[config.mk]
export PLATFORM = sky130hd
export DESIGN_NAME = can_frame_tx
export DESIGN_NICKNAME = d
export VERILOG_FILES = /design/src/rtl/can_frame_tx.sv
export SDC_FILE = /design/constraint.sdc
export NUM_CORES = 1
export LEC_CHECK = 0
export ABC_AREA = 1
export BUFFER_PORTS_ARGS = -buffer_cell sky130_fd_sc_hd__buf_2
export CAP_MARGIN = 20
export CORE_UTILIZATION = 63
export DETAILED_ROUTE_END_ITERATION = 8
export PLACE_DENSITY = 0.89
export SLEW_MARGIN = 20
export SYNTH_ARGS = -nofsm -noshare
export SYNTH_HDL_FRONTEND = slang
export SYNTH_SLANG_ARGS = --single-unit
export TNS_END_PERCENT = 1
[constraint.sdc]
create_clock -name clk -period 13.1 [get_ports clk]
set_input_delay 1.965 -clock clk [delete_from_list [all_inputs] [get_ports clk]]
set_output_delay 1.965 -clock clk [all_outputs]
set_load 0.02 [all_outputs]
[src/rtl/can_frame_tx.sv]
`default_nettype none
// ============================================================================
// can_frame_tx : CAN 2.0A/2.0B bit-level frame transmitter (CRC-15, stuffing,
//                arbitration and ACK monitoring).                   Rev 1.0
// ============================================================================
module can_frame_tx #(
  parameter int IFS_BITS = 3
) (
  input  logic        clk,
  input  logic        rst,
  input  logic        en,
  input  logic        rx,
  input  logic        start,
  input  logic        ide,
  input  logic [28:0] id,
  input  logic        rtr,
  input  logic [3:0]  dlc,
  input  logic [63:0] data,
  output logic        tx,
  output logic        busy,
  output logic        done,
  output logic        ack_ok,
  output logic        arb_lost
);

  typedef enum logic [4:0] {
    ST_IDLE    = 5'd0,
    ST_WAIT    = 5'd1,
    ST_SOF     = 5'd2,
    ST_BASE_ID = 5'd3,
    ST_SRR_RTR = 5'd4,
    ST_IDE     = 5'd5,
    ST_EXT_ID  = 5'd6,
    ST_RTR     = 5'd7,
    ST_R1      = 5'd8,
    ST_R0      = 5'd9,
    ST_DLC     = 5'd10,
    ST_DATA    = 5'd11,
    ST_CRC     = 5'd12,
    ST_CRC_DEL = 5'd13,
    ST_ACK     = 5'd14,
    ST_ACK_DEL = 5'd15,
    ST_EOF     = 5'd16,
    ST_IFS     = 5'd17
  } state_t;

  // state/cnt name the last non-stuff bit put on tx; is_stuff marks a stuff bit on tx
  state_t      state;
  logic [5:0]  cnt;
  logic        is_stuff;
  logic [2:0]  run;
  logic [14:0] crc;

  logic        ide_l;
  logic [28:0] id_l;
  logic        rtr_l;
  logic [3:0]  dlc_l;
  logic [63:0] data_l;

  logic [3:0]  nbytes;
  logic [6:0]  data_bits;
  logic        crc_scope;
  logic        stuff_zone;
  logic        arb_zone;
  logic        need_stuff;
  logic        arb_loss;
  logic [14:0] crc_upd;
  logic [14:0] crc_cur;
  state_t      adv_state;
  logic [5:0]  adv_cnt;
  logic        finish;
  logic        adv_bit;

  assign nbytes     = rtr_l ? 4'd0 : ((dlc_l > 4'd8) ? 4'd8 : dlc_l);
  assign data_bits  = {nbytes, 3'b000};
  assign crc_scope  = (state >= ST_SOF) && (state <= ST_DATA);
  assign stuff_zone = (state >= ST_SOF) && (state <= ST_CRC);
  assign arb_zone   = (state == ST_BASE_ID) || (state == ST_SRR_RTR) || (state == ST_IDE) ||
                      (state == ST_EXT_ID)  || (state == ST_RTR);
  assign need_stuff = stuff_zone && !is_stuff && (run == 3'd5);
  assign arb_loss   = arb_zone && !is_stuff && tx && !rx;
  assign crc_upd    = {crc[13:0], 1'b0} ^ ((tx ^ crc[14]) ? 15'h4599 : 15'h0000);
  // the first CRC bit leaves on the same edge that folds in the last covered bit
  assign crc_cur    = (crc_scope && !is_stuff) ? crc_upd : crc;

  always_comb begin
    adv_state = state;
    adv_cnt   = 6'd0;
    finish    = 1'b0;
    case (state)
      ST_WAIT:    adv_state = ST_SOF;
      ST_SOF:     adv_state = ST_BASE_ID;
      ST_BASE_ID: if (cnt != 6'd10) adv_cnt = cnt + 6'd1; else adv_state = ST_SRR_RTR;
      ST_SRR_RTR: adv_state = ST_IDE;
      ST_IDE:     adv_state = ide_l ? ST_EXT_ID : ST_R0;
      ST_EXT_ID:  if (cnt != 6'd17) adv_cnt = cnt + 6'd1; else adv_state = ST_RTR;
      ST_RTR:     adv_state = ST_R1;
      ST_R1:      adv_state = ST_R0;
      ST_R0:      adv_state = ST_DLC;
      ST_DLC: begin
        if (cnt != 6'd3) adv_cnt = cnt + 6'd1;
        else adv_state = (nbytes == 4'd0) ? ST_CRC : ST_DATA;
      end
      ST_DATA:    if ({1'b0, cnt} != data_bits - 7'd1) adv_cnt = cnt + 6'd1; else adv_state = ST_CRC;
      ST_CRC:     if (cnt != 6'd14) adv_cnt = cnt + 6'd1; else adv_state = ST_CRC_DEL;
      ST_CRC_DEL: adv_state = ST_ACK;
      ST_ACK:     adv_state = ST_ACK_DEL;
      ST_ACK_DEL: adv_state = ST_EOF;
      ST_EOF: begin
        if (cnt != 6'd6) adv_cnt = cnt + 6'd1;
        else if (IFS_BITS == 0) finish = 1'b1;
        else adv_state = ST_IFS;
      end
      ST_IFS:     if (int'(cnt) != IFS_BITS - 1) adv_cnt = cnt + 6'd1; else finish = 1'b1;
      default:    adv_state = ST_IDLE;
    endcase
  end

  always_comb begin
    adv_bit = 1'b1;
    case (adv_state)
      ST_SOF:        adv_bit = 1'b0;
      ST_BASE_ID:    adv_bit = id_l[5'd28 - adv_cnt[4:0]];
      ST_SRR_RTR:    adv_bit = ide_l ? 1'b1 : rtr_l;
      ST_IDE:        adv_bit = ide_l;
      ST_EXT_ID:     adv_bit = id_l[5'd17 - adv_cnt[4:0]];
      ST_RTR:        adv_bit = rtr_l;
      ST_R1, ST_R0:  adv_bit = 1'b0;
      ST_DLC:        adv_bit = dlc_l[2'd3 - adv_cnt[1:0]];
      ST_DATA:       adv_bit = data_l[6'd63 - adv_cnt];
      ST_CRC:        adv_bit = crc_cur[4'd14 - adv_cnt[3:0]];
      default:       adv_bit = 1'b1;
    endcase
  end

  always_ff @(posedge clk or posedge rst) begin
    if (rst) begin
      state    <= ST_IDLE;
      cnt      <= 6'd0;
      is_stuff <= 1'b0;
      run      <= 3'd0;
      crc      <= 15'd0;
      tx       <= 1'b1;
      busy     <= 1'b0;
      done     <= 1'b0;
      ack_ok   <= 1'b0;
      arb_lost <= 1'b0;
      ide_l    <= 1'b0;
      id_l     <= 29'd0;
      rtr_l    <= 1'b0;
      dlc_l    <= 4'd0;
      data_l   <= 64'd0;
    end else begin
      done     <= 1'b0;
      arb_lost <= 1'b0;
      if (!busy) begin
        if (start) begin
          ide_l    <= ide;
          id_l     <= id;
          rtr_l    <= rtr;
          dlc_l    <= dlc;
          data_l   <= data;
          busy     <= 1'b1;
          ack_ok   <= 1'b0;
          state    <= ST_WAIT;
          cnt      <= 6'd0;
          is_stuff <= 1'b0;
          crc      <= 15'd0;
        end
      end else if (en) begin
        if (arb_loss) begin
          arb_lost <= 1'b1;
          busy     <= 1'b0;
          tx       <= 1'b1;
          state    <= ST_IDLE;
        end else begin
          if (state == ST_ACK) ack_ok <= !rx;
          if (crc_scope && !is_stuff) crc <= crc_upd;
          if (finish) begin
            done  <= 1'b1;
            busy  <= 1'b0;
            tx    <= 1'b1;
            state <= ST_IDLE;
          end else if (need_stuff) begin
            tx       <= ~tx;
            is_stuff <= 1'b1;
            run      <= 3'd1;
          end else begin
            state    <= adv_state;
            cnt      <= adv_cnt;
            is_stuff <= 1'b0;
            tx       <= adv_bit;
            run      <= (adv_bit == tx) ? ((run == 3'd7) ? run : run + 3'd1) : 3'd1;
          end
        end
      end
    end
  end

endmodule
`default_nettype wire
Word level (Yosys, flattened, before mapping)
Index checks and enable logic that the tools add are counted.

storage, ports and cells
  output and inout bits = 5
  register bits = 134
  bits of input ports = 104
  logic and storage cells = 187

cells by class
  muxes and demuxes = 79
  add/subtract/negate cells = 8
  bitwise operators = 6
  order comparisons = 9
  equality and inequality tests = 45
  reductions and logical operators = 25

operators with widths
  kind                                                                              number
  15-bit 2-to-1 mux                                                                 6
  5-bit one-hot mux with 17 select lines                                            1
  6-bit 2-to-1 mux                                                                  13
  5-bit by 4-bit == test with 1-bit output, second input constant                   13
  5-bit 2-to-1 mux                                                                  12
  6-bit one-hot mux with 7 select lines                                             1
  5-bit by 3-bit == test with 1-bit output, second input constant                   8
  1-bit 2-to-1 mux                                                                  33
  5-bit by 2-bit == test with 1-bit output, second input constant                   4
  15-bit XOR                                                                        1
  5-bit by 6-bit less-than comparator with 1-bit output, second input constant      2
  3-bit 2-to-1 mux                                                                  4
  4-bit 2-to-1 mux                                                                  3
  6-bit by 3-bit inequality test with 1-bit output, second input constant           2
  6-bit by 4-bit inequality test with 1-bit output, second input constant           2
  1-bit binary-select mux with 5-bit select                                         2
  5-bit == test, second input constant                                              2
  5-bit by 4-bit less-or-equal comparator with 1-bit output, second input constant  2
  5-bit AND reduction                                                               2
  5-bit subtractor, first input constant                                            2
  1-bit one-hot mux with 9 select lines                                             1
  1-bit logical AND                                                                 8
  2-bit inequality test, second input constant                                      4
  4-bit AND reduction                                                               2
  other kinds (32)                                                                  42

Longest topological paths before layout
  depth after elaboration = 14
  gate-level depth with buffers = 32
  mapped depth without buffers = 30

Least setup slack after synthesis
Ideal clock, no wire load.

  path type = reg-to-reg
  start = register rtr_l
  end = register run[0]
  data required time = 12.983 ns
  stages on the path, launching flop included = 29
  slack = 9.420 ns
  data arrival time = 3.563 ns
  path buffers = 2
  library setup time = 0.117 ns
  clock period less this slack = 3.680 ns
  cell sequence = dfrtp_1 -> inv_2 -> nand3_1 -> ha_1 -> or2_2 -> nand3_1 -> nor2_1 -> nand2_1 -> nand2_2 -> nand3_4 -> nand2_2 -> inv_2 -> buf_2 -> ha_1 -> inv_1 -> clkbuf_1 -> nand3_1 -> nand3_1 -> nand3_1 -> nand2_1 -> nand2_1 -> nand2_1 -> nor2_1 -> nor2_1 -> nand3_1 -> nand4_2 -> nand2_1 -> nand2_1 -> nand2_1

between the ends
  longest elaborated chain between the ends = 12
  elaborated cells between the ends (all ways) = 44
  classes of those cells = add/sub (6); eq/ne (14); mux (21); reduce/logical (3)

ends and longest elaborated chain
  element                                                                     line  text
  start, declared                                                             56    logic rtr_l;
  start signal, assigned                                                      160   rtr_l <= rtr;
  4-bit 2-to-1 mux                                                            74    assign nbytes = rtr_l ? 4'd0 : ((dlc_l > 4'd8) ? 4'd8 : dlc_l);
  7-bit by 1-bit subtractor with 7-bit output                                 104   ST_DATA: if ({1'b0, cnt} != data_bits - 7'd1) adv_cnt = cnt + 6'd1; else adv_state = ST_CRC;
  6-bit by 7-bit inequality test with 1-bit output                            104
  6-bit 2-to-1 mux                                                            104
  6-bit one-hot mux with 7 select lines                                       90    case (state)
  6-bit subtractor, or another cell as far along                              130   ST_DATA: adv_bit = data_l[6'd63 - adv_cnt];
  1-bit binary-select mux with 6-bit select, or another cell as far along     130
  1-bit 2-to-1 mux (on tied branches)                                         n/a
  1-bit one-hot mux with 9 select lines (*)                                   121   case (adv_state)
  1-bit == test (*)                                                           193   run <= (adv_bit == tx) ? ((run == 3'd7) ? run : run + 3'd1) : 3'd1;
  3-bit inequality test (no line) / 3-bit 2-to-1 mux (equally long branches)  n/a
  5-bit AND reduction (no line) / 3-bit 2-to-1 mux (equally long branches)    n/a
  end signal, assigned                                                        193
  end, declared                                                               51    logic [2:0] run;

Mark *: on every way between the ends. The rest lies on a longest branch, timed or not. The select of a mux whose other input is x is not followed.
A chain may end at the register's enable or synchronous reset.

Worst setup path after layout
  start = register rtr_l
  end = register run[1]

Same word-level chain as after synthesis.

==> impl_metrics.yaml <==
outcome:
  status: "complete, no violations"
power_and_ir_drop:
  power_density_nw_per_um2: 218.5
  p_leak_uw: 0.004896
  p_sw_uw: 897.6
  p_clk_frac: 0.227
  p_sw_frac: 0.4417
  p_comb_frac: 0.412
  pwr-share-seq: 0.360
  peakVddDrop_mv: 0.1373
  p_int_uw: 1135
sta:
  hold_viol_final: 0
  period_share: 0.4291
  drv_slew: 0
  timing.setup.tns_ns: 0
  setup_ws_ns: 7.478
  fmax_mhz: 177.9
  tightest_slew_ns: 1.131
  max-slew-margin-rel: 0.2445
  post-route-min-period_ns: 5.622
  finalSetupViolations: 0
  rsz0062_at_grt: "no"
  finClkSkew_ns: 0.006162
synth:
  yosys.area_share.adder: 0.02139
  async_reset_ff_frac: 1.000
  synthDistinctLibCells: 39
  synth_commonest_cells: "477 x nand2_1, 190 x nand3_1, 133 x dfrtp_1"
  synth-xor-area-share: 0.01176
  synth-edff-count: 0
  synth-seq-cells: 134
  synth_nets: 1322
  synth_top_family_by_area: "simple AND/OR/NAND/NOR gates"
  yosysMostFrequentCell: "nand2_1"
  synth-simple-area-share: 0.4128
  synth_area_leader_cell: "dfrtp_1"
  synth_top_area_frac: 0.4064
  synthMuxAreaShare: 0
  yosysSeqAreaShare: 0.4096
  ys.flop_type: "dfrtp_1"
  synth_cells: 1204
  synth_compound_area_frac: 0.06448
  yosysWarningCount: 0
  syn_area_per_cell_um2: 6.802
  syn_area_um2: 8189
  synthTopCellsByArea: "dfrtp_1 41%, nand2_1 22%, nand3_1 12%, inv_1 3.8%, o21ai_0 3.4%"
final_layout:
  area_growth_pct: 13.55
  drive_above_1_share: 0.1415
  layout.cells.non_filler: 1465
  n_antenna_cell: 0
  final_util: 0.7339
  layout.nets: 1398
worst_setup_path:
  critPathCaptureType: "flip-flop"
  cpPeakStageDelay_ns: 0.73
  critical_path_required_ns: 13.42
  cp_max_fo: 54
  cp.arrival_ns: 5.94
  criticalPathCategory: "flip-flop to flip-flop"
  path_buf_inv: 3
  slowest_stage: "nand2_2"
  worstSetupStartpointType: "flip-flop"
  regToRegSetupSlack_ns: 7.48
  path_delay_family: "simple AND/OR/NAND/NOR gates"
global_route:
  grt_start_max_net_pins: 117
  grt_pass1_wl_um: 36670
  overflow: 0
  first_global_vias: 7735
  grt_antenna_before_repair: 0
  grt_usage: 0.3527
route:
  antenna_left: 0
  initialDrtViolationCount: 1045
  avgViaCountPerCell: 5.743
  drt-total-wl_um: 22280
  vias: 8414
  wl_per_cell_um: 15.21
  drtPass1Iterations: 7
  drcViolationCount: 0
place:
  placed_cells: 1432
  gp_congestion: 0.9090
  io_buffers: 108
  pre_cts_slack_ns: 7.649
  hpwlAfterDp_um: 14900
clock_network:
  cts_tree: "built"
  ctsResizeCount: 0
  hold_buffers: 0
  path_clk_slew_ns: 0.06
  root_buffer: "clkbuf_16"
  numCtsBuffers: 17
  post_cts_buffers: 0
  clk_latency_ns: 0.43
  cts.htree.levels: 4
  cts_buffer_depth: 2
  cts.sinks: 134
floorplanning:
  fp.dieW_um: 116.0
  die_area_um2: 13460
  row_count: 41
  io_pins: 109
  coreArea_um2: 12670
  start_util: 0.6463
  die_y_um: 116.0
job:
  maxCapViolations: 0
worst_hold_path:
  hold_class: "flip-flop to flip-flop"
-- registers in the layout, summed over array words and instances (netlist names) --
name / flops
ide_l: 1
run: 3
data_l: 64
done: 1
id_l: 29
rtr_l: 1
dlc_l: 4
cnt: 6
state: 5
ack_ok: 1
crc: 15
arb_lost: 1
busy: 1
is_stuff: 1
tx: 1
-- stage by stage --
| step | power, µW | area [µm²] | hold slack, ns |
|---|---|---|---|
| after floorplan | 1344 | 8189 | 0.4401 |
| after global placement | 1518 | 8705 | 0.4543 |
| after detailed placement | 1542 | 8705 | 0.4560 |
| after CTS | 2015 | 9271 | 0.4721 |
| after global routing | 2183 | 9299 | 0.4897 |
| final | 2032 | 9299 | 0.4750 |
-- worst paths after layout --
path / start / to / depth (start not counted)
worst max-delay path: rtr_l / run[1] / 25
min in group asynchronous: rst / data_l[7] / 2
worst max register to register: rtr_l / run[1] / 25
worst min-delay path: data_l[28] / data_l[28] / 2
max in group asynchronous: rst / tx / 4
worst min register to register: data_l[28] / data_l[28] / 2
-- placed cells by master (no fill, tap or decap), types with 6 or more instances in the layout --
| master | netlist | final |
|---|---|---|
| nor3_1 | 7 | 7 |
| nand2_2 | 5 | 6 |
| o22ai_1 | 9 | 9 |
| buf_2 | 10 | 108 |
| xor2_1 | 7 | 7 |
| nor2_1 | 73 | 73 |
| ha_1 | 14 | 14 |
| nand2_1 | 477 | 476 |
| inv_1 | 82 | 81 |
| dfrtp_1 | 133 | 133 |
| o21ai_0 | 56 | 56 |
| a21oi_1 | 13 | 13 |
| o21ai_1 | 6 | 6 |
| nand4_1 | 16 | 16 |
| clkbuf_16 | 0 | 17 |
| nand3_1 | 190 | 190 |
| nand3b_1 | 6 | 6 |
| nor2_2 | 8 | 8 |
| inv_2 | 16 | 16 |
-- worst reg2reg max path, cell delays in order (launching register included) --
cell and delay, ns:
dfrtp_1 0.42, inv_2 0.12, nand3_1 0.15, ha_1 0.33, a21oi_1 0.16, nand3_1 0.11, nor2_1 0.16, nand2_1 0.09
nand2_2 0.13, nand3_4 0.50, nand2_2 0.74, inv_2 0.40, ha_1 0.67, inv_1 0.29, nand3_1 0.16, nor2_1 0.06
nor2_1 0.10, nand2_1 0.07, a21oi_1 0.15, nor2_1 0.06, nor2_1 0.10, nand3_1 0.13, nand4_2 0.15, nand2_1 0.11
nand2_1 0.11, nand2_1 0.05
-- area by class of cell --
type | count | area (µm²)
clock buffer | 20 | 446.7
timing repair buffer | 114 | 605.6
multi-input combinational | 914 | 4183
clock inverter | 12 | 120.1
tap | 172 | 215.2
inverter | 99 | 374.1
fill | 1035 | 3372
sequential | 134 | 3354
-- cell families after synthesis --
kind of cell               after synthesis
and+or+nand+nor                        793
buffers and inverters                  156
DFF                                    134
AOI/OAI and AO/OA                       96
adders and majority gates               14
xor gates and xnor gates                11
-- metal layers --
metal  share of wire  vias to the layer above  global-route usage  wire length (µm)
met5               0                        -                   0                 0
met3           0.075                       55             0.06590              1662
met4           0.023                        0              0.1376               506
met2            0.49                      397              0.5873             10840
met1            0.42                     3916              0.4570              9268
li1                -                     4046                   -                 -
-- power by group through the flow --
stage	registers (µW)	logic, µW	clock network [µW]
floorplan	680	664	0
detailed placement	729	813	0
global placement	724	794	0
global route	748	954	481
CTS	726	828	461
finish	732	838	461
No activity file was read; power rests on OpenSTA's default activity.
